==> src/rtl/serial_adder.sv <==
`default_nettype none
// +--------------------------------------------------------------------------+
// | serial_adder: multi-bit adder summing BITS_PER_CYCLE bits per clock     |
// | through a registered inter-slice carry. Optional subtract mode is       |
// | enabled by defining SERIAL_ADDER_SUB_EN.                                |
// | Revision: 1.0                                                           |
// +--------------------------------------------------------------------------+
module serial_adder #(
    parameter int WIDTH          = 8,
    parameter int BITS_PER_CYCLE = 1
) (
    input  logic             clk,
    input  logic             rst_n,
    input  logic             start,
    input  logic [WIDTH-1:0] A,
    input  logic [WIDTH-1:0] B,
    input  logic             Cin,
`ifdef SERIAL_ADDER_SUB_EN
    input  logic             Sub,
`endif
    output logic             busy,
    output logic             done,
    output logic [WIDTH-1:0] Sum,
    output logic             Cout
);

    localparam int BPC   = (BITS_PER_CYCLE < 1) ? 1 : BITS_PER_CYCLE;
    localparam int N     = WIDTH / BPC;
    localparam int CNT_W = (N > 1) ? $clog2(N) : 1;

    generate
        if (BITS_PER_CYCLE < 1 || BITS_PER_CYCLE > WIDTH) begin : g_bad_range
            $error("serial_adder: BITS_PER_CYCLE must lie in 1..WIDTH");
        end else if ((WIDTH % BITS_PER_CYCLE) != 0) begin : g_bad_divisor
            $error("serial_adder: WIDTH must be a multiple of BITS_PER_CYCLE");
        end
    endgenerate

    typedef enum logic [1:0] {
        S_IDLE = 2'd0,
        S_RUN  = 2'd1,
        S_DONE = 2'd2
    } state_t;

    state_t             r_state;
    state_t             w_state_next;
    logic               w_accept;
    logic               w_last;
    logic               w_sub;
    logic [WIDTH-1:0]   r_a;
    logic [WIDTH-1:0]   r_b;
    logic               r_carry;
    logic [CNT_W-1:0]   r_cnt;
    logic [WIDTH-1:0]   r_res;
    logic [WIDTH-1:0]   r_sum;
    logic               r_cout;
    logic [BPC:0]       w_slice;
    logic [WIDTH-1:0]   w_res_next;

`ifdef SERIAL_ADDER_SUB_EN
    assign w_sub = Sub;
`else
    assign w_sub = 1'b0;
`endif

    assign w_last  = (r_cnt == CNT_W'(N - 1));
    assign w_slice = {1'b0, r_a[BPC-1:0]} + {1'b0, r_b[BPC-1:0]} + {{BPC{1'b0}}, r_carry};

    // Result fills from the MSB end so slice 0 lands in the LSBs after N shifts.
    always_comb begin
        w_res_next                  = r_res >> BPC;
        w_res_next[WIDTH-1 -: BPC]  = w_slice[BPC-1:0];
    end

    always_ff @(posedge clk or negedge rst_n) begin
        if (!rst_n) begin
            r_state <= S_IDLE;
        end else begin
            r_state <= w_state_next;
        end
    end

    always_comb begin
        w_state_next = r_state;
        w_accept     = 1'b0;
        case (r_state)
            S_IDLE: begin
                if (start) begin
                    w_accept     = 1'b1;
                    w_state_next = S_RUN;
                end
            end
            S_RUN: begin
                if (w_last) begin
                    w_state_next = S_DONE;
                end
            end
            S_DONE: begin
                if (start) begin
                    w_accept     = 1'b1;
                    w_state_next = S_RUN;
                end else begin
                    w_state_next = S_IDLE;
                end
            end
            default: w_state_next = S_IDLE;
        endcase
    end

    always_ff @(posedge clk or negedge rst_n) begin
        if (!rst_n) begin
            r_a     <= '0;
            r_b     <= '0;
            r_carry <= 1'b0;
            r_cnt   <= '0;
            r_res   <= '0;
            r_sum   <= '0;
            r_cout  <= 1'b0;
        end else if (w_accept) begin
            // Subtraction is A + ~B + 1: invert B once at capture, seed carry with 1.
            r_a     <= A;
            r_b     <= w_sub ? ~B : B;
            r_carry <= w_sub | Cin;
            r_cnt   <= '0;
        end else if (r_state == S_RUN) begin
            r_a     <= r_a >> BPC;
            r_b     <= r_b >> BPC;
            r_carry <= w_slice[BPC];
            r_res   <= w_res_next;
            r_cnt   <= r_cnt + CNT_W'(1);
            if (w_last) begin
                r_sum  <= w_res_next;
                r_cout <= w_slice[BPC];
            end
        end
    end

    assign busy = (r_state == S_RUN);
    assign done = (r_state == S_DONE);
    assign Sum  = r_sum;
    assign Cout = r_cout;

endmodule
`default_nettype wire

==> config.mk <==
export PLATFORM = sky130hd
export DESIGN_NAME = serial_adder
export DESIGN_NICKNAME = d
export VERILOG_FILES = /design/src/rtl/serial_adder.sv
export SDC_FILE = /design/constraint.sdc
export NUM_CORES = 1
export LEC_CHECK = 0
export CELL_PAD_IN_SITES_DETAIL_PLACEMENT = 0
export CELL_PAD_IN_SITES_GLOBAL_PLACEMENT = 1
export CORE_MARGIN = 1.5
export CORE_UTILIZATION = 44
export DETAILED_ROUTE_END_ITERATION = 10
export GPL_TIMING_DRIVEN = 0
export PLACE_DENSITY_LB_ADDON = 0.1
export SYNTH_ARGS = -nofsm -noshare
export SYNTH_HDL_FRONTEND = slang
export SYNTH_SLANG_ARGS = --single-unit
==> constraint.sdc <==
create_clock -name clk -period 2.22 [get_ports clk]
set_input_delay 0.222 -clock clk [delete_from_list [all_inputs] [get_ports clk]]
set_output_delay 0.222 -clock clk [all_outputs]
set_load 0.005 [all_outputs]
==> key figures, run 1 <==
Critical path
  • Internal reg-to-reg setup slack: around 0.73 ns
  • Path depth of the worst reg2reg path: 4
  • Critical R2R Capture: r_cnt[2]$_DFFE_PN0P_
  • Launching point of the worst reg2reg path: r_cnt[0]$_DFFE_PN0P_
  • Endpoint kind of the worst setup timing path: output pin
  • Crit path launch: r_state[1]$_DFFE_PN0P_
  • Largest driver fanout on the critical path: 10
  • Type of origin of the critical path: flip-flop
  • Arrival time at the worst endpoint: ~1.6 ns
  • Worst Setup Path Type: reg -> out
  • Endpoint of the most critical setup path: done
  • Worst path required time: roughly 2 ns

Placement
  • Half-perimeter wire length after placement: 2260 µm
  • Final weighted congestion of routability-driven global placement: between 0.7 and 0.8
  • Count of input and output buffers: 30

STA
  • Setup total negative slack: 0 ns
  • Worst slew pin tran: 0.856 ns
  • Setup-violating endpoint count in the final report: 0
  • Slew Viols, Final: 0
  • Max Fclk: between 500 and 600 MHz
  • Post-route clock skew: around 0.0075 ns
  • Post-layout min period: roughly 1.8 ns
  • Setup repair after global routing missed its margin: false
  • Post-route fraction of the period consumed by the critical path: 0.831
  • Slew margin rel.: 0.429
  • Hold Violations, Final: 0

Final layout
  • Multi-input gate area: approximately 680 µm²
  • Commonest cells after routing, fill and taps aside: 38 x sky130_fd_sc_hd__dfrtp_1, 29 x sky130_fd_sc_hd__clkdlybuf4s50_1, 21 x sky130_fd_sc_hd__nand2_1
  • Nets: around 210
  • Fill cell total of the finished layout: 328
  • Final antenna diode count: 0
  • Area growth from synthesis to layout: 28.8%
  • Commonest non-fill, non-tap cell in the layout: sky130_fd_sc_hd__dfrtp_1
  • Fraction of final layout cells sized beyond drive strength 1: 0.164
  • Sequential standard cell area: around 950 µm²

Die
  • Die Area: roughly 4300 µm²
  • Initial standard-cell utilization of the core: 0.465
  • Core region area: around 3700 µm²
  • Overall die height: 65.7 µm
  • FP Rows: 22
  • Horizontal die dimension: roughly 66 µm
  • Top-level port count: 31

Pwr
  • Static leakage power: 0.00101 µW
  • Power density over cell area: about 1400 nW/µm²
  • Post-layout total power: roughly 3200 µW
  • Worst vdd ir: roughly 0.7 mV

Outcome
  • Outcome: finished clean

Clock network
  • Clock transition time at the flip-flop clock pins of the worst setup and hold paths: approximately 0.080 ns
  • Total of cells resized after clock tree synthesis: 0
  • Largest buffer count on any clock path: 2
  • Hold buffer count at CTS: 0
  • H-Tree Level Count: 2
  • Number of buffers added by the clock tree synthesis step: 5
  • CTS tree: built
  • Root buf cell: sky130_fd_sc_hd__clkbuf_8
  • Number of clock sinks: 38
  • Post-CTS setup-driven buffer insertion count: 0
  • Clock latency at the later pin of the worst-skew pair: a little under 0.3 ns

Drt
  • Number of detailed-route iterations in the first pass: 4
  • Violation count after the first detailed-routing iteration: 60
  • Wire per inst: approximately 14 µm
  • Via-to-Cell Ratio: 5.11
  • Final antenna-violating net count: 0
  • Vias post-DR: ~1200
  • Wire length after detailed routing: roughly 3200 µm
  • Final routed DRC violation total: 0

Synthesis
  • Warning count from the yosys run: 0
  • Cells after synthesis: ~150
  • Number of distinct library cell variants in the gate-level netlist after synthesis: 26
  • Share of synthesized area occupied by flip-flops and latches: 0.550
  • Synth Register Bits: 38
  • Combined area of all synthesized cells: 1730 µm²
  • Synthesized area per cell: 11.5 µm²
  • Number of nets in the synthesized netlist: approximately 170

GRT
  • Total congestion overflow after global routing: 0
  • Vias in the first global route: 1235
  • First-pass GRT wire length: 5660 µm
  • Largest net degree at the start of global routing: 39
  • GR Util met1: 0.211
  • Fraction of met2 tracks used by global routing: 0.295
  • Total track usage: 0.178
  • Grt met3 use: 0.0668
  • Initial antenna violation count: 0
  • Busiest grt layer: met2

Flow run
  • Max-cap check violation count: 0

Hold path
  • Hold WC Path Type: in -> async
## metrics by stage
step | setup slack (ns) | instances | hold WS (ns) | cell area (µm²) | util
after floorplan | 0.801 | 151 | -0.0736 | 1730 | -
after global placement | 0.0893 | 229 | 0.458 | 2090 | 0.562
after detailed placement | 0.643 | 229 | 0.380 | 2080 | 0.561
after CTS | 0.377 | 237 | 0.0615 | 2230 | 0.599
after global routing | 0.316 | 237 | 0.0882 | 2230 | 0.599
final | 0.375 | 237 | 0.0411 | 2230 | 0.599
## synth_stat cells
| cell | instances | share of area |
|---|---|---|
| sky130_fd_sc_hd__buf_4 | 1 | 0.0043 |
| sky130_fd_sc_hd__a211oi_1 | 6 | 0.026 |
| sky130_fd_sc_hd__dfrtp_1 | 38 | 0.55 |
| sky130_fd_sc_hd__a22o_1 | 2 | 0.010 |
| sky130_fd_sc_hd__ha_1 | 2 | 0.014 |
| sky130_fd_sc_hd__buf_2 | 3 | 0.0087 |
| sky130_fd_sc_hd__fa_1 | 1 | 0.012 |
| sky130_fd_sc_hd__a21oi_1 | 6 | 0.017 |
| sky130_fd_sc_hd__a21oi_2 | 9 | 0.046 |
| sky130_fd_sc_hd__nand2b_4 | 2 | 0.016 |
| sky130_fd_sc_hd__clkbuf_1 | 1 | 0.0022 |
| sky130_fd_sc_hd__nand2_1 | 21 | 0.046 |
| sky130_fd_sc_hd__buf_6 | 2 | 0.013 |
| sky130_fd_sc_hd__clkbuf_4 | 1 | 0.0043 |
| sky130_fd_sc_hd__mux2i_1 | 7 | 0.041 |
| sky130_fd_sc_hd__nand3_1 | 3 | 0.0087 |
| sky130_fd_sc_hd__and2_4 | 1 | 0.0051 |
| sky130_fd_sc_hd__inv_1 | 11 | 0.024 |
| sky130_fd_sc_hd__mux2_1 | 10 | 0.065 |
| sky130_fd_sc_hd__mux2_2 | 1 | 0.0065 |
| sky130_fd_sc_hd__nor2b_1 | 7 | 0.025 |
| sky130_fd_sc_hd__clkinv_2 | 1 | 0.0029 |
| sky130_fd_sc_hd__o21ai_0 | 4 | 0.012 |
| sky130_fd_sc_hd__nor2_1 | 1 | 0.0022 |
| sky130_fd_sc_hd__o22ai_1 | 9 | 0.033 |
| sky130_fd_sc_hd__nand2_4 | 1 | 0.0065 |
## sequential cells by signal (all words and copies together), names as in the netlist
register and flops:
Sum 8, r_carry 1, Cout 1, r_b 8, r_state 2, r_res 7, r_cnt 3, r_a 8
## cell type report
class / count / share of cell area
Buffer: 8 / 0.0253
Clock buffer: 6 / 0.0371
Clock inverter: 2 / 0.0270
Inverter: 12 / 0.0208
Multi-Input combinational cell: 93 / 0.303
Sequential cell: 38 / 0.427
Tap cell: 48 / 0.0270
Timing Repair Buffer: 30 / 0.133
## layer usage
metal,vias to the layer above,share of wire,wire length [µm]
li1,587,-,-
met1,594,0.45,1450
met2,25,0.49,1560
met3,5,0.045,145
met4,0,0.015,48
met5,-,0,0
## worst min path at each step
stage | startpoint | end | depth (start not counted)
after floorplan | rst_n | Cout$_DFFE_PN0P_ | 0
after global placement | r_res[1]$_DFFE_PN0P_ | r_res[1]$_DFFE_PN0P_ | 2
after detailed placement | rst_n | Sum[5]$_DFFE_PN0P_ | 1
after CTS | rst_n | Sum[4]$_DFFE_PN0P_ | 1
after global routing | rst_n | r_res[6]$_DFFE_PN0P_ | 1
final | rst_n | Sum[4]$_DFFE_PN0P_ | 1
## worst max-delay path, cell delays in order (launching register included)
cell and delay [ns]:
sky130_fd_sc_hd__dfrtp_1 0.35, sky130_fd_sc_hd__buf_2 0.27, sky130_fd_sc_hd__nor2b_1 0.20, sky130_fd_sc_hd__clkdlybuf4s50_1 0.51
## power breakdown
part	internal (µW)	switching, µW	leakage, µW
logic	643	584	0.000475
clock network	479	247	0.0000714
registers	1020	203	0.000464
total	2140	1030	0.00101
## cells by family (layout without fill, tap and decap cells)
| logic type | count (synthesis) | in the layout | share of synthesized area |
|---|---|---|---|
| compound gates | 36 | 36 | 0.143 |
| mux | 18 | 18 | 0.112 |
| fa+ha+maj | 3 | 3 | 0.0260 |
| flops | 38 | 38 | 0.550 |
| simple gates | 36 | 36 | 0.109 |
| buf+inv | 20 | 58 | 0.0593 |
Note: power is estimated with default switching activity, not from simulation.
==> inputs of run 2 (changes only) <==
--- a/config.mk
+++ b/config.mk
@@ -8,7 +8,7 @@
 export CELL_PAD_IN_SITES_DETAIL_PLACEMENT = 0
 export CELL_PAD_IN_SITES_GLOBAL_PLACEMENT = 1
 export CORE_MARGIN = 1.5
-export CORE_UTILIZATION = 44
+export CORE_UTILIZATION = 37
 export DETAILED_ROUTE_END_ITERATION = 10
 export GPL_TIMING_DRIVEN = 0
 export PLACE_DENSITY_LB_ADDON = 0.1
==> constraint.sdc (replaced) <==
create_clock -name clk -period 1.6 [get_ports clk]
set_input_delay 0.16 -clock clk [delete_from_list [all_inputs] [get_ports clk]]
set_output_delay 0.16 -clock clk [all_outputs]
set_load 0.005 [all_outputs]
==> run 2 against run 1 <==
Compared with the run above: hold slack gained 0.40 ns; clock skew fell by 0.0016 ns; first-iteration DRC count grew 17%; cell count is 3.4% higher; clock power rose by 12%; register-to-register slack worse by 0.61 ns; core utilization is 8.9 points lower.
==> key figures, run 2 (synthesis results as in run 1) <==
Flow run
  • Max-cap check violation count: 0 (unchanged)

Pwr
  • Part of the power in combinational logic: 0.414 (was 0.386)
  • Internal power contribution: 2810 µW (was 2140 µW)
  • Worst vdd ir: 0.846 mV (was 0.694 mV)
  • Static leakage power: 0.00102 µW (was 0.00101 µW)
  • Switching power share of the total: 0.346 (was 0.325)
  • Clock power frac: 0.189 (was 0.229)
  • Post-layout total power: 4300 µW (was 3180 µW)
  • Net load switching power: 1490 µW (was 1030 µW)
  • Share of total power in sequential cells: 0.396 (was 0.385)
  • Power density over cell area: 1910 nW/µm² (was 1430 nW/µm²)

Placement
  • Count of input and output buffers: 30 (unchanged)
  • Half-perimeter wire length after placement: 2340 µm (was 2260 µm)
  • Post-placement cell area: 2090 µm² (was 2080 µm²)
  • Final weighted congestion of routability-driven global placement: 0.700 (was 0.714)
  • Worst slack after detailed placement: 0.0815 ns (was 0.643 ns)

Outcome
  • Outcome: finished clean (unchanged)

Die
  • Top-level port count: 31 (unchanged)
  • Horizontal die dimension: 71.4 µm (was 65.7 µm)
  • Initial standard-cell utilization of the core: 0.392 (was 0.465)
  • Overall die height: 71.4 µm (was 65.7 µm)
  • Die Area: 5090 µm² (was 4320 µm²)
  • Core region area: 4410 µm² (was 3720 µm²)
  • FP Rows: 24 (was 22)

Final layout
  • Commonest non-fill, non-tap cell in the layout: sky130_fd_sc_hd__dfrtp_1 (unchanged)
  • Final Util: 0.510 (was 0.599)
  • Final antenna diode count: 0 (unchanged)
  • Final standard cell area without fillers: 2250 µm² (was 2230 µm²)
  • Fraction of final layout cells sized beyond drive strength 1: 0.176 (was 0.164)
  • Area growth from synthesis to layout: 30.2% (was 28.8%)
  • Nets: 215 (was 211)
  • Fill cell total of the finished layout: 405 (was 328)
  • Commonest cells after routing, fill and taps aside: 38 x sky130_fd_sc_hd__dfrtp_1, 27 x sky130_fd_sc_hd__clkdlybuf4s50_1, 21 x sky130_fd_sc_hd__nand2_1 (was 38 x sky130_fd_sc_hd__dfrtp_1, 29 x sky130_fd_sc_hd__clkdlybuf4s50_1, 21 x sky130_fd_sc_hd__nand2_1)

STA
  • Post-route clock skew: 0.00585 ns (was 0.00747 ns)
  • Setup-violating endpoint count in the final report: 0 (unchanged)
  • Worst slew pin tran: 0.843 ns (was 0.856 ns)
  • Post-layout min period: 1.48 ns
  • Post-route fraction of the period consumed by the critical path: 0.924
  • Setup repair after global routing missed its margin: false (unchanged)
  • Slew Viols, Final: 0 (unchanged)
  • Max Fclk: around 680 MHz
  • Hold Violations, Final: 0 (unchanged)
  • Worst setup margin: 0.121 ns (was 0.375 ns)
  • Slew margin rel.: 0.438 (was 0.429)

Clock network
  • Number of buffers added by the clock tree synthesis step: 5 (unchanged)
  • H-Tree Level Count: 2 (unchanged)
  • Clock latency at the later pin of the worst-skew pair: 0.29 ns (about the same)
  • Largest buffer count on any clock path: 2 (unchanged)
  • Number of clock sinks: 38 (unchanged)
  • Clock transition time at the flip-flop clock pins of the worst setup and hold paths: 0.08 ns (about the same)
  • Root buf cell: sky130_fd_sc_hd__clkbuf_8 (unchanged)
  • CTS tree: built (unchanged)

Drt
  • Wire per inst: 13.9 µm (was 13.5 µm)
  • Final routed DRC violation total: 0 (unchanged)
  • Violation count after the first detailed-routing iteration: 70 (was 60)
  • Number of detailed-route iterations in the first pass: 4 (unchanged)
  • Wire length after detailed routing: 3410 µm (was 3210 µm)
  • Via-to-Cell Ratio: 5.00 (was 5.11)
  • Final antenna-violating net count: 0 (unchanged)
  • Vias post-DR: 1224 (was 1211)

Critical path
  • Type of origin of the critical path: flip-flop (unchanged)
  • Largest driver fanout on the critical path: 3 (was 10)
  • Most Frequent Cell on Critical Path: sky130_fd_sc_hd__ha_1
  • Slowest stage delay, CP: 0.40 ns (was 0.51 ns)
  • Cell Chain, Critical Path: ha_1, ha_1, mux2_1, a22o_1 (was buf_2, nor2b_1, clkdlybuf4s50_1)
  • Endpoint kind of the worst setup timing path: flip-flop (was output pin)
  • Crit-path leading delay family: adder cells (was buffers and inverters)
  • Critical R2R Capture: r_cnt[2]$_DFFE_PN0P_ (unchanged)
  • Worst path required time: 1.78 ns (was 2.00 ns)
  • Crit path launch: r_cnt[0]$_DFFE_PN0P_ (was r_state[1]$_DFFE_PN0P_)
  • Path depth of the worst reg2reg path: 4 (unchanged)
  • Endpoint of the most critical setup path: r_cnt[2]$_DFFE_PN0P_ (was done)
  • Cell type of the slowest stage on the worst timing path: sky130_fd_sc_hd__dfrtp_1 (was sky130_fd_sc_hd__clkdlybuf4s50_1)
  • Worst Setup Path Type: reg -> reg (was reg -> out)
  • Launching point of the worst reg2reg path: r_cnt[0]$_DFFE_PN0P_ (unchanged)
  • Arrival time at the worst endpoint: 1.66 ns (was 1.62 ns)
  • Internal reg-to-reg setup slack: 0.12 ns (was 0.73 ns)
  • Count of buffering cells on the critical path with inverters included: 0 (was 2)
  • Critical Path Stages: 4 (was 3)

GRT
  • Initial antenna violation count: 0 (unchanged)
  • First-pass GRT wire length: 5930 µm (was 5660 µm)
  • Total track usage: 0.148 (was 0.178)
  • Vias in the first global route: 1257 (was 1235)
  • Total congestion overflow after global routing: 0 (unchanged)
  • Largest net degree at the start of global routing: 39 (unchanged)

Hold path
  • Hold WC Path Type: in -> reg (was in -> async)
  • Worst hold path cell count: 3
## run 2: layer usage
metal | up-vias | track usage | wire length, µm
met1 | 595 | 0.187 | 1540
met2 | 28 | 0.251 | 1690
met3 | 4 | 0.0380 | 136
met5 | - | 0 | 0
li1 | 597 | - | -
met4 | 0 | 0.0440 | 32
## run 2: cell type report
| class | instances | area [µm²] | share of cell area |
|---|---|---|---|
| inverter | 12 | 57.6 | 0.0256 |
| clock buffer | 5 | 68.8 | 0.0306 |
| clock inverter | 3 | 45.0 | 0.0200 |
| timing repair buffer | 34 | 325 | 0.145 |
| tap | 52 | 65.1 | 0.0289 |
| multi-input combinational | 93 | 676 | 0.300 |
| buffer | 8 | 62.6 | 0.0278 |
| sequential | 38 | 951 | 0.422 |
## run 2: worst reg2reg max path: stages, from the launching register on
cell	delay, ns
sky130_fd_sc_hd__dfrtp_1	0.40
sky130_fd_sc_hd__ha_1	0.21
sky130_fd_sc_hd__ha_1	0.26
sky130_fd_sc_hd__mux2_1	0.28
sky130_fd_sc_hd__a22o_1	0.22
## run 2: repair_timing
| item | 4_1_cts | 5_1_grt |
|---|---|---|
| hold buffers | 1 | 0 |
| setup buffers | 3 | 0 |
| setup endpoints to repair | 2 | 0 |
| hold endpoints to repair | 9 | 0 |
| resized for setup | 6 | 0 |
## run 2: per-stage QoR
stage	hold WS (ns)	setup TNS (ns)	instances
4_1_cts	0.430	0	245
3_5_place_dp	0.311	0	233
3_3_place_gp	0.457	-19.35	233
5_1_grt	0.476	0	245
6_report	0.437	0	245
2_1_floorplan	-0.136	0	151
## run 2: worst min-delay path by stage
stage | slack [ns] | start | endpoint
floorplan | -0.14 | rst_n | Cout$_DFFE_PN0P_
global placement | 0.46 | r_res[1]$_DFFE_PN0P_ | r_res[1]$_DFFE_PN0P_
detailed placement | 0.31 | rst_n | r_res[7]$_DFFE_PN0P_
CTS | 0.43 | B[7] | r_b[7]$_DFFE_PN0P_
global route | 0.48 | B[7] | r_b[7]$_DFFE_PN0P_
finish | 0.44 | B[7] | r_b[7]$_DFFE_PN0P_
## run 2: power groups by stage
stage | Combinational (µW) | Clock, µW | Sequential, µW
final | 1780 | 815 | 1700
after CTS | 1810 | 835 | 1710
after floorplan | 1180 | 0 | 1660
after detailed placement | 1740 | 0 | 1730
after global placement | 1680 | 0 | 1700
after global routing | 2000 | 882 | 1770
==> inputs of run 3 (changes only) <==
--- a/config.mk
+++ b/config.mk
@@ -7,6 +7,7 @@
 export LEC_CHECK = 0
 export CELL_PAD_IN_SITES_DETAIL_PLACEMENT = 0
 export CELL_PAD_IN_SITES_GLOBAL_PLACEMENT = 1
+export CORE_ASPECT_RATIO = 1.25
 export CORE_MARGIN = 1.5
 export CORE_UTILIZATION = 37
 export DETAILED_ROUTE_END_ITERATION = 10
==> run 3 against run 2 <==
Compared with the run above: the flow now finishes with violations (negative hold slack); combinational power is essentially flat; critical path depth shrank 1; count of clock-buffer cells in the layout grew 2; routed wire length shrank 1.2%; register-to-register slack is essentially flat; clock skew shrank 0.0043 ns; design area shrank 1.7%; highest routed layer unchanged.
==> key figures, run 3 (synthesis results as in run 1) <==
Outcome
  • Outcome: complete, but fails checks (was finished clean)
  • Violated checks: negative hold slack

Final layout
  • Area growth from synthesis to layout: 27.9% (was 30.2%)
  • Final standard cell area without fillers: 2210 µm² (was 2250 µm²)
  • Commonest non-fill, non-tap cell in the layout: sky130_fd_sc_hd__dfrtp_1 (unchanged)
  • Number of standard cells in the layout, taps in and fillers out: 249 (was 245)
  • Fraction of final layout cells sized beyond drive strength 1: 0.168 (was 0.176)
  • Nets: 213 (was 215)
  • Final antenna diode count: 0 (unchanged)
  • Commonest cells after routing, fill and taps aside: 38 x sky130_fd_sc_hd__dfrtp_1, 28 x sky130_fd_sc_hd__clkdlybuf4s50_1, 21 x sky130_fd_sc_hd__nand2_1 (was 38 x sky130_fd_sc_hd__dfrtp_1, 27 x sky130_fd_sc_hd__clkdlybuf4s50_1, 21 x sky130_fd_sc_hd__nand2_1)

GRT
  • Vias in the first global route: 1330 (was 1257)
  • Total congestion overflow after global routing: 0 (unchanged)
  • Total track usage: 0.149 (was 0.148)
  • Largest net degree at the start of global routing: 39 (unchanged)
  • Initial antenna violation count: 0 (unchanged)
  • First-pass GRT wire length: 5870 µm (was 5930 µm)

Critical path
  • Internal reg-to-reg setup slack: 0.12 ns (about the same)
  • Worst Setup Path Type: reg -> out (was reg -> reg)
  • Critical R2R Capture: r_cnt[2]$_DFFE_PN0P_ (unchanged)
  • Launching point of the worst reg2reg path: r_cnt[0]$_DFFE_PN0P_ (unchanged)
  • Endpoint kind of the worst setup timing path: output pin (was flip-flop)
  • Worst path required time: 1.44 ns (was 1.78 ns)
  • Type of origin of the critical path: flip-flop (unchanged)
  • Largest driver fanout on the critical path: 4 (was 3)
  • Arrival time at the worst endpoint: 1.37 ns (was 1.66 ns)
  • Path depth of the worst reg2reg path: 4 (unchanged)

Die
  • Core region area: 4460 µm² (was 4410 µm²)
  • Top-level port count: 31 (unchanged)
  • Overall die height: 79.4 µm (was 71.4 µm)
  • Initial standard-cell utilization of the core: 0.388 (was 0.392)
  • Die Area: 5100 µm² (was 5090 µm²)
  • Horizontal die dimension: 64.1 µm (was 71.4 µm)
  • FP Rows: 27 (was 24)

Placement
  • Post-placement cell area: 2100 µm² (was 2090 µm²)
  • Final weighted congestion of routability-driven global placement: 0.782 (was 0.700)
  • Cell count after placement: 239 (was 233)
  • Half-perimeter wire length after placement: 2310 µm (was 2340 µm)
  • Count of input and output buffers: 30 (unchanged)

STA
  • Hold Violations, Final: 38 (was 0)
  • Post-Route Hold Slack: -0.0229 ns (was 0.437 ns)
  • Post-layout min period: 1.53 ns (was 1.48 ns)
  • Slew margin rel.: 0.432 (was 0.438)
  • Setup-violating endpoint count in the final report: 0 (unchanged)
  • Post-route clock skew: 0.00160 ns (was 0.00585 ns)
  • Max Fclk: 655 MHz (was 676 MHz)
  • Worst slew pin tran: 0.852 ns (was 0.843 ns)
  • Setup repair after global routing missed its margin: false (unchanged)
  • Post-route fraction of the period consumed by the critical path: 0.954 (was 0.924)
  • Slew Viols, Final: 0 (unchanged)

Clock network
  • Clock latency at the later pin of the worst-skew pair: 0.28 ns (was 0.29 ns)
  • Clock transition time at the flip-flop clock pins of the worst setup and hold paths: 0.07 ns (was 0.08 ns)
  • Number of clock sinks: 38 (unchanged)
  • Number of buffers added by the clock tree synthesis step: 5 (unchanged)
  • CTS tree: built (unchanged)
  • Root buf cell: sky130_fd_sc_hd__clkbuf_8 (unchanged)
  • Largest buffer count on any clock path: 2 (unchanged)
  • H-Tree Level Count: 2 (unchanged)

Pwr
  • Power density over cell area: 1870 nW/µm² (was 1910 nW/µm²)
  • Worst vdd ir: 0.734 mV (was 0.846 mV)
  • Static leakage power: 0.00100 µW (was 0.00102 µW)

Drt
  • Vias post-DR: 1217 (was 1224)
  • Wire per inst: 13.5 µm (was 13.9 µm)
  • Final routed DRC violation total: 0 (unchanged)
  • Number of detailed-route iterations in the first pass: 4 (unchanged)
  • Final antenna-violating net count: 0 (unchanged)
  • Wire length after detailed routing: 3360 µm (was 3410 µm)
  • Violation count after the first detailed-routing iteration: 63 (was 70)
  • Via-to-Cell Ratio: 4.89 (was 5.00)

Hold path
  • Hold WC Path Type: in -> async (was in -> reg)

Flow run
  • Max-cap check violation count: 0 (unchanged)
-- run 3: timing repair --
| item | in CTS | in global routing |
|---|---|---|
| setup endpoints to repair | 2 | 1 |
| buffers inserted | 1 | 1 |
| hold buffers | 0 | 0 |
| gates resized for setup | 4 | 0 |
| pin swaps | 0 | 0 |
-- run 3: power breakdown --
group / leakage [µW] / internal (µW) / total (µW) / switching (µW)
sequential: 0.000464 / 1420 / 1700 / 281
combinational: 0.000491 / 926 / 1760 / 838
clock: 0.0000482 / 348 / 673 / 326
-- run 3: worst max-delay path, cell delays in order (launching register included) --
cell                              delay [ns]
sky130_fd_sc_hd__dfrtp_1                0.38
sky130_fd_sc_hd__nand2b_4               0.17
sky130_fd_sc_hd__clkinv_4               0.05
sky130_fd_sc_hd__clkdlybuf4s50_1        0.48
-- run 3: worst max path at each step --
| stage | startpoint | depth (start not counted) | endpoint | slack (ns) |
|---|---|---|---|---|
| finish | r_state[1]$_DFFE_PN0P_ | 3 | busy | 0.07 |
| global route | r_state[1]$_DFFE_PN0P_ | 3 | busy | 0.004 |
| CTS | r_state[1]$_DFFE_PN0P_ | 3 | busy | 0.04 |
| detailed placement | start | 5 | r_a[0]$_DFFE_PN0P_ | 0.08 |
| global placement | rst_n | 1 | r_b[3]$_DFFE_PN0P_ | -0.50 |
| floorplan | r_cnt[0]$_DFFE_PN0P_ | 4 | r_cnt[2]$_DFFE_PN0P_ | 0.18 |
-- run 3: stage by stage --
stage           util  worst slack, ns  hold slack, ns  TNS [ns]  total power (µW)
6_report       0.496           0.0741         -0.0229         0              4140
5_1_grt        0.496          0.00443          0.0479         0              4490
4_1_cts        0.494           0.0405         0.00820         0              4200
3_5_place_dp   0.470           0.0826           0.322         0              3470
3_3_place_gp   0.471           -0.497           0.466    -18.82              3390
2_1_floorplan      -            0.181          -0.136         0              2840
-- run 3: cell type report --
cell class,instances,area [µm²]
Buffer,8,62.6
Clock buffer,7,86.3
Clock inverter,1,5.00
Fill cell,432,2250
Inverter,12,50.0
Multi-Input combinational cell,93,676
Sequential cell,38,951
Tap cell,58,72.6
Timing Repair Buffer,32,309
-- run 3: metal layers --
| layer | vias to the layer above | GRT usage | routed length (µm) |
|---|---|---|---|
| met5 | - | 0 | 0 |
| met1 | 595 | 0.171 | 1430 |
| met2 | 26 | 0.257 | 1760 |
| li1 | 591 | - | - |
| met3 | 5 | 0.0494 | 131 |
| met4 | 0 | 0.0574 | 48 |
